===== src/rtl/dmem_arb_pkg.sv =====
// dmem_arb_pkg: shared types and constants for the data-memory arbiter.
//   owner_t : who owns the read currently returning from the banks
//   state_t : starvation-guard state (normal A priority, or one forced B cycle)
package dmem_arb_pkg;

   localparam int unsigned LANES  = 4;
   localparam int unsigned LANE_W = 8;
   localparam int unsigned DATA_W = LANES * LANE_W;

   typedef enum logic [1:0] {
      OWN_NONE,
      OWN_A,
      OWN_B
   } owner_t;

   typedef enum logic {
      PRIO_A,
      FORCE_B
   } state_t;

endpackage


===== src/rtl/arb_starve_ctr.sv =====
// arb_starve_ctr: starvation guard for the aux requester (B).
// Counts consecutive cycles in which B asks but is denied; after STARVE_MAX such cycles
// the next cycle is a FORCE_B cycle in which B wins over A. FORCE_B always lasts one cycle.
// Ports:
//   i_clk, i_rst_n : clock, asynchronous active-low reset
//   i_b_req        : B is requesting this cycle
//   i_b_gnt        : B was granted this cycle
//   o_force_b      : current cycle gives B priority
module arb_starve_ctr
   import dmem_arb_pkg::*;
#(
   parameter int unsigned STARVE_MAX = 4
) (
   input  logic i_clk,
   input  logic i_rst_n,
   input  logic i_b_req,
   input  logic i_b_gnt,
   output logic o_force_b
);

   localparam int unsigned CNT_W = (STARVE_MAX > 1) ? $clog2(STARVE_MAX) : 1;
   localparam logic [CNT_W-1:0] CNT_LAST = CNT_W'(STARVE_MAX - 1);

   state_t           r_state;
   state_t           w_state_nxt;
   logic [CNT_W-1:0] r_cnt;
   logic [CNT_W-1:0] w_cnt_nxt;
   logic             w_denied;

   assign w_denied = i_b_req & ~i_b_gnt;

   always_ff @(posedge i_clk or negedge i_rst_n) begin
      if (!i_rst_n) begin
         r_state <= PRIO_A;
         r_cnt   <= '0;
      end else begin
         r_state <= w_state_nxt;
         r_cnt   <= w_cnt_nxt;
      end
   end

   always_comb begin
      w_state_nxt = r_state;
      w_cnt_nxt   = '0;
      unique case (r_state)
         PRIO_A: begin
            if (w_denied) begin
               if (r_cnt == CNT_LAST) begin
                  w_state_nxt = FORCE_B;
               end else begin
                  w_cnt_nxt = r_cnt + 1'b1;
               end
            end
         end
         FORCE_B: begin
            // One forced cycle only, whether or not B is still asking.
            w_state_nxt = PRIO_A;
         end
      endcase
   end

   assign o_force_b = (r_state == FORCE_B);

endmodule


===== src/rtl/dmem_arbiter.sv =====
// dmem_arbiter: shares the single-port, 4-lane data memory between the core memory stage (A)
// and the aux port (B). A has fixed priority; B is force-granted for one cycle after
// STARVE_MAX consecutive denials. Reads return exactly one cycle after the grant and are
// steered to the requester that issued them.
// Ports:
//   i_clk, i_rst_n                 : clock, asynchronous active-low reset
//   i_x_req/we/be/addr/wdata       : request from requester x (a or b), byte address
//   o_x_gnt                        : request accepted this cycle (combinational)
//   o_x_rvalid, o_x_rdata          : read return for requester x
//   o_m_en/we/addr/wdata, i_m_rdata: bank interface (synchronous read, 1-cycle latency)
// Optional build macro DMEM_ARB_STATS_EN adds o_a_stall_cnt, o_b_stall_cnt, o_force_cnt
// (saturating 16-bit counters of denied cycles and forced-B cycles).
module dmem_arbiter
   import dmem_arb_pkg::*;
#(
   parameter int unsigned DEPTH_W    = 10,
   parameter int unsigned STARVE_MAX = 4
) (
   input  logic               i_clk,
   input  logic               i_rst_n,
   input  logic               i_a_req,
   input  logic               i_a_we,
   input  logic [LANES-1:0]   i_a_be,
   input  logic [31:0]        i_a_addr,
   input  logic [DATA_W-1:0]  i_a_wdata,
   output logic               o_a_gnt,
   output logic               o_a_rvalid,
   output logic [DATA_W-1:0]  o_a_rdata,
   input  logic               i_b_req,
   input  logic               i_b_we,
   input  logic [LANES-1:0]   i_b_be,
   input  logic [31:0]        i_b_addr,
   input  logic [DATA_W-1:0]  i_b_wdata,
   output logic               o_b_gnt,
   output logic               o_b_rvalid,
   output logic [DATA_W-1:0]  o_b_rdata,
   output logic               o_m_en,
   output logic [LANES-1:0]   o_m_we,
   output logic [DEPTH_W-1:0] o_m_addr,
   output logic [DATA_W-1:0]  o_m_wdata,
   input  logic [DATA_W-1:0]  i_m_rdata
`ifdef DMEM_ARB_STATS_EN
   ,
   output logic [15:0]        o_a_stall_cnt,
   output logic [15:0]        o_b_stall_cnt,
   output logic [15:0]        o_force_cnt
`endif
);

   logic   w_force_b;
   logic   w_a_gnt;
   logic   w_b_gnt;
   owner_t r_owner;
   owner_t w_owner_nxt;
   logic [DATA_W-1:0] r_a_rdata;
   logic [DATA_W-1:0] r_b_rdata;
   logic   w_unused_addr;

   // Byte offset and bits above the bank depth are dropped, so addresses wrap.
   assign w_unused_addr = ^{i_a_addr[31:DEPTH_W+2], i_a_addr[1:0],
                            i_b_addr[31:DEPTH_W+2], i_b_addr[1:0]};

   arb_starve_ctr #(
      .STARVE_MAX (STARVE_MAX)
   ) u_starve (
      .i_clk     (i_clk),
      .i_rst_n   (i_rst_n),
      .i_b_req   (i_b_req),
      .i_b_gnt   (w_b_gnt),
      .o_force_b (w_force_b)
   );

   // A wins unless this is a forced cycle and B is asking; nothing is granted in reset.
   assign w_a_gnt = i_rst_n & i_a_req & ~(w_force_b & i_b_req);
   assign w_b_gnt = i_rst_n & i_b_req & ~w_a_gnt;
   assign o_a_gnt = w_a_gnt;
   assign o_b_gnt = w_b_gnt;

   always_comb begin
      o_m_en    = w_a_gnt | w_b_gnt;
      o_m_we    = '0;
      o_m_addr  = '0;
      o_m_wdata = '0;
      if (w_b_gnt) begin
         o_m_we    = i_b_we ? i_b_be : '0;
         o_m_addr  = i_b_addr[DEPTH_W+1:2];
         o_m_wdata = i_b_wdata;
      end else if (w_a_gnt) begin
         o_m_we    = i_a_we ? i_a_be : '0;
         o_m_addr  = i_a_addr[DEPTH_W+1:2];
         o_m_wdata = i_a_wdata;
      end
   end

   // Any granted read is a full-word read, regardless of byte enables.
   always_comb begin
      w_owner_nxt = OWN_NONE;
      if (w_a_gnt & ~i_a_we) begin
         w_owner_nxt = OWN_A;
      end else if (w_b_gnt & ~i_b_we) begin
         w_owner_nxt = OWN_B;
      end
   end

   always_ff @(posedge i_clk or negedge i_rst_n) begin
      if (!i_rst_n) begin
         r_owner   <= OWN_NONE;
         r_a_rdata <= '0;
         r_b_rdata <= '0;
      end else begin
         r_owner <= w_owner_nxt;
         if (r_owner == OWN_A) begin
            r_a_rdata <= i_m_rdata;
         end
         if (r_owner == OWN_B) begin
            r_b_rdata <= i_m_rdata;
         end
      end
   end

   // The bank data is live in the owner's return cycle; afterwards the captured copy
   // holds it, so each requester keeps its last read value.
   assign o_a_rvalid = (r_owner == OWN_A);
   assign o_b_rvalid = (r_owner == OWN_B);
   assign o_a_rdata  = o_a_rvalid ? i_m_rdata : r_a_rdata;
   assign o_b_rdata  = o_b_rvalid ? i_m_rdata : r_b_rdata;

`ifdef DMEM_ARB_STATS_EN
   logic [15:0] r_a_stall;
   logic [15:0] r_b_stall;
   logic [15:0] r_force;

   always_ff @(posedge i_clk or negedge i_rst_n) begin
      if (!i_rst_n) begin
         r_a_stall <= '0;
         r_b_stall <= '0;
         r_force   <= '0;
      end else begin
         if (i_a_req & ~w_a_gnt & ~(&r_a_stall)) begin
            r_a_stall <= r_a_stall + 16'd1;
         end
         if (i_b_req & ~w_b_gnt & ~(&r_b_stall)) begin
            r_b_stall <= r_b_stall + 16'd1;
         end
         // FORCE_B lasts one cycle, so counting forced cycles counts entries.
         if (w_force_b & ~(&r_force)) begin
            r_force <= r_force + 16'd1;
         end
      end
   end

   assign o_a_stall_cnt = r_a_stall;
   assign o_b_stall_cnt = r_b_stall;
   assign o_force_cnt   = r_force;
`endif

endmodule


===== config.mk =====
export PLATFORM = sky130hd
export DESIGN_NAME = dmem_arbiter
export DESIGN_NICKNAME = d
export VERILOG_FILES = /design/src/rtl/dmem_arb_pkg.sv /design/src/rtl/arb_starve_ctr.sv /design/src/rtl/dmem_arbiter.sv
export SDC_FILE = /design/constraint.sdc
export NUM_CORES = 1
export LEC_CHECK = 0
export CORE_AREA = 2 2 113 115
export CTS_BUF_LIST = sky130_fd_sc_hd__clkbuf_8
export CTS_CLUSTER_DIAMETER = 60
export DETAILED_ROUTE_END_ITERATION = 8
export DIE_AREA = 0 0 115 117
export DONT_BUFFER_PORTS = 1
export GPL_TIMING_DRIVEN = 0
export PLACE_DENSITY = 0.38
export SETUP_SLACK_MARGIN = 0.5
export SLEW_MARGIN = 20
export SYNTH_ARGS = -nofsm -noshare
export SYNTH_HDL_FRONTEND = slang
export SYNTH_SLANG_ARGS = --single-unit

===== constraint.sdc =====
create_clock -name i_clk -period 1.7 [get_ports i_clk]
set_input_delay 0.34 -clock i_clk [delete_from_list [all_inputs] [get_ports i_clk]]
set_output_delay 0.34 -clock i_clk [all_outputs]
set_load 0.02 [all_outputs]

==> impl_results.md <==
- Remaining antenna violation count: 0
- DRT Pass-1 Iters: 4
- Mapped cell area: about 0.0032 mm2
- Crit path kind: flip-flop to output pin
- Slew HR: 79.8%
- Status: finished, violations left
- Final period utilization: 111%
- Chip Width: roughly 120 um
- Hold Crit Class: primary input to async pin
- Post-synth EDFFs: 0
- Max VDD drop: 0.299 mV
- R2R depth: 4
- Power share of the combinational group: 32.1%
- Mean post-synth cell area: 14.3 um2
- CORE AREA: 0.0123 mm2
- Post-DP HPWL: ~7.2 mm
- Cell Count, Final, Fillers Out: 398
- Final Hold Fails: 69
- Final WS setup: -0.190 ns
- Clk network pwr share: a little over a quarter
- Vias in the first global route: between 2k and 2.5k
- CP Capture Type: output pin
- Final core occ: 36.2%
- DRC: 0
- Final setup fails: between 100 and 150
- Fmax: roughly 530 MHz
- Crit path launch type: flip-flop
- Net Sw Frac: between 30 and 40%
- R2r startpoint: r_owner[1]$_DFF_PN0_
- Vias: about 2k
- Worst-Skew Late Latency: approximately 0.34 ns
- FF-to-FF End: r_a_rdata[23]$_DFF_PN0_
- Synth Flop Type: dfrtp_1
- Arrival @ worst endpoint: around 1.6 ns
- Static Leakage: 2.11 nW
- CTS Buf Count: 9
- Chip height: about 120 um
- Highest-count cells in the layout ignoring fill and taps: 68 x dfrtp_1, 64 x mux2_4, 42 x a22o_4, 10 x clkbuf_8
- Power density over the cells: 1130 mW/mm2
- TritonCTS clock tree: done
- Buffers on Ports: 0
- R2R Setup Slk: 0.38 ns
- Area delta synth->final: 41.3%
- DP Area: between 0.003 and 0.004 mm2
- Post-synthesis sequential area ratio: 54.8%
- Crit path cell chain: o211ai_4 > inv_6 > buf_8 > a22o_4
- Ys async rst share: between 90% and 100%
- Vias per inst: between 5 and 6
- Clk root buf: clkbuf_8
- Total Routed Length: 9.83 mm
- TNS Setup: -16.55 ns
- Clk sink count: just under 70
- H-tree depth: 3
- Max incr delay on CP: between 0.4 and 0.5 ns
- Total power: approximately 5 mW
- Final slew viol count: 0
- GPL Wtd Cong: 0.842
- RSZ-0062 raised after global routing: yes
- # IOs: roughly 290
- Dpl cells: approximately 370
- CP max-delay cell: dfrtp_2
- WL/cell: around 25 um
- N_diodes: 0
- Gr ovfl total: 0
- Layout Nets: around 420
- Syn nets: 396
- CTS Buffer Depth: 2
- Clk pin slew, worst setup/hold paths: roughly 0.080 ns
- Total GRT Usage: between 10% and 20%
- Peak fanout along the critical path: 10
- Worst Tran Pin Value: between 0.3 and 0.4 ns
- DP Worst Slack: 0.0820 ns
- Unique masters post-synth: 21
- Initial DRC count: 75
- Die area: 0.0135 mm2
- Hold WS: -0.309 ns
- Failing checks: hold timing, setup timing
- Reg power frac: between 40% and 50%
- Wire length of the first global-routing pass: roughly 14 mm
- Final Instance Area: ~0.0045 mm2
- Synth warn: 0
- Fin crit period: about 1.9 ns
- Net Sw Power: 1.65 mW
- Synth Instances: approximately 220
- Initial antenna violation count: 0
- Pin count of the biggest net entering global routing: 74
- Max cap viols: 0
- Int Pwr: 3.36 mW
- Layout cells sized above 1: 64.5%
- Worst path required time: 1.36 ns
- Starting Density: approximately 26%
- #FFs+latches synth: 69
- Num rows: 41
- Most common cell after layout, fill and taps aside: dfrtp_1
- Worst Skew: 0.00938 ns
-- power by group through the flow --
stage,registers (mW),clock network [mW],logic (mW)
final,2.08,1.33,1.61
after global routing,2.11,1.46,1.68
after CTS,2.08,1.40,1.62
after detailed placement,2.10,0,1.51
after global placement,2.10,0,1.51
after floorplan,2.07,0,1.35
-- kinds of logic after synthesis --
kind of cell	Yosys count	synth area share (%)
buffers and inverters	21	5.71
AO/OA/AOI/OAI	49	13.6
flip-flops	69	54.8
AND/OR/NAND/NOR	17	2.66
multiplexers	64	22.9
adder cells (fa/ha/maj)	1	0.397
-- worst max path at each step --
stage / slack (ns) / end / cells after the start / start
global placement: 0.09 / o_m_wdata[0] / 5 / u_starve.o_force_b$_DFF_PN0_
CTS: -0.24 / o_a_rdata[23] / 4 / r_owner[1]$_DFF_PN0_
detailed placement: 0.08 / o_m_wdata[0] / 5 / u_starve.o_force_b$_DFF_PN0_
global route: -0.26 / o_a_rdata[23] / 4 / r_owner[1]$_DFF_PN0_
floorplan: 0.24 / o_a_rdata[10] / 4 / r_owner[1]$_DFF_PN0_
finish: -0.19 / o_m_addr[6] / 4 / u_starve.o_force_b$_DFF_PN0_
-- flip-flops by register name (all words and copies together) (netlist names) --
name                flops
u_starve.o_force_b      1
u_starve.r_cnt          2
r_owner                 2
r_a_rdata              32
r_b_rdata              32
-- Yosys cell counts (2+ instances only) --
library cell	count	area [um2]
dfrtp_1	69	1730
mux2_1	64	721
a22o_1	42	368
buf_6	11	124
nand2_1	9	33.8
o22ai_1	4	25.0
buf_4	3	22.5
and2_1	2	12.5
buf_2	2	10.0
inv_1	2	7.51
inv_4	2	12.5
nor2_1	2	7.51
-- worst max-delay path: cells and delay by family (launching register included) --
kind | cells | cell delay [ns]
AO/OA/AOI/OAI | 2 | 0.49
buffers and inverters | 2 | 0.29
flip-flops | 1 | 0.44
-- cell type report --
cell class,count,area (um2)
buffer,16,262
clock buffer,10,138
timing repair buffer,11,131
sequential,69,1730
inverter,5,33.8
fill,1193,7860
clock inverter,6,55.1
multi-input combinational,131,1920
tap,150,188
-- metal layers --
| layer | global-route usage (%) | share of wire, % | up-vias |
|---|---|---|---|
| met4 | 5.54 | 1.9 | 0 |
| met1 | 15.3 | 36 | 990 |
| met2 | 24.9 | 53 | 139 |
| met3 | 4.63 | 9.1 | 10 |
| met5 | 0 | 0 | - |
| li1 | - | - | 859 |
-- timing repair --
| item | in CTS | in global routing |
|---|---|---|
| endpoints found under the setup margin | 175 | 178 |
| resized for setup | 70 | 8 |
| pin swaps | 5 | 2 |
| hold endpoints to repair | 69 | 69 |
| gates cloned | 1 | 1 |
| buffers inserted | 8 | 1 |
Note: power is estimated with default switching activity, not from simulation.
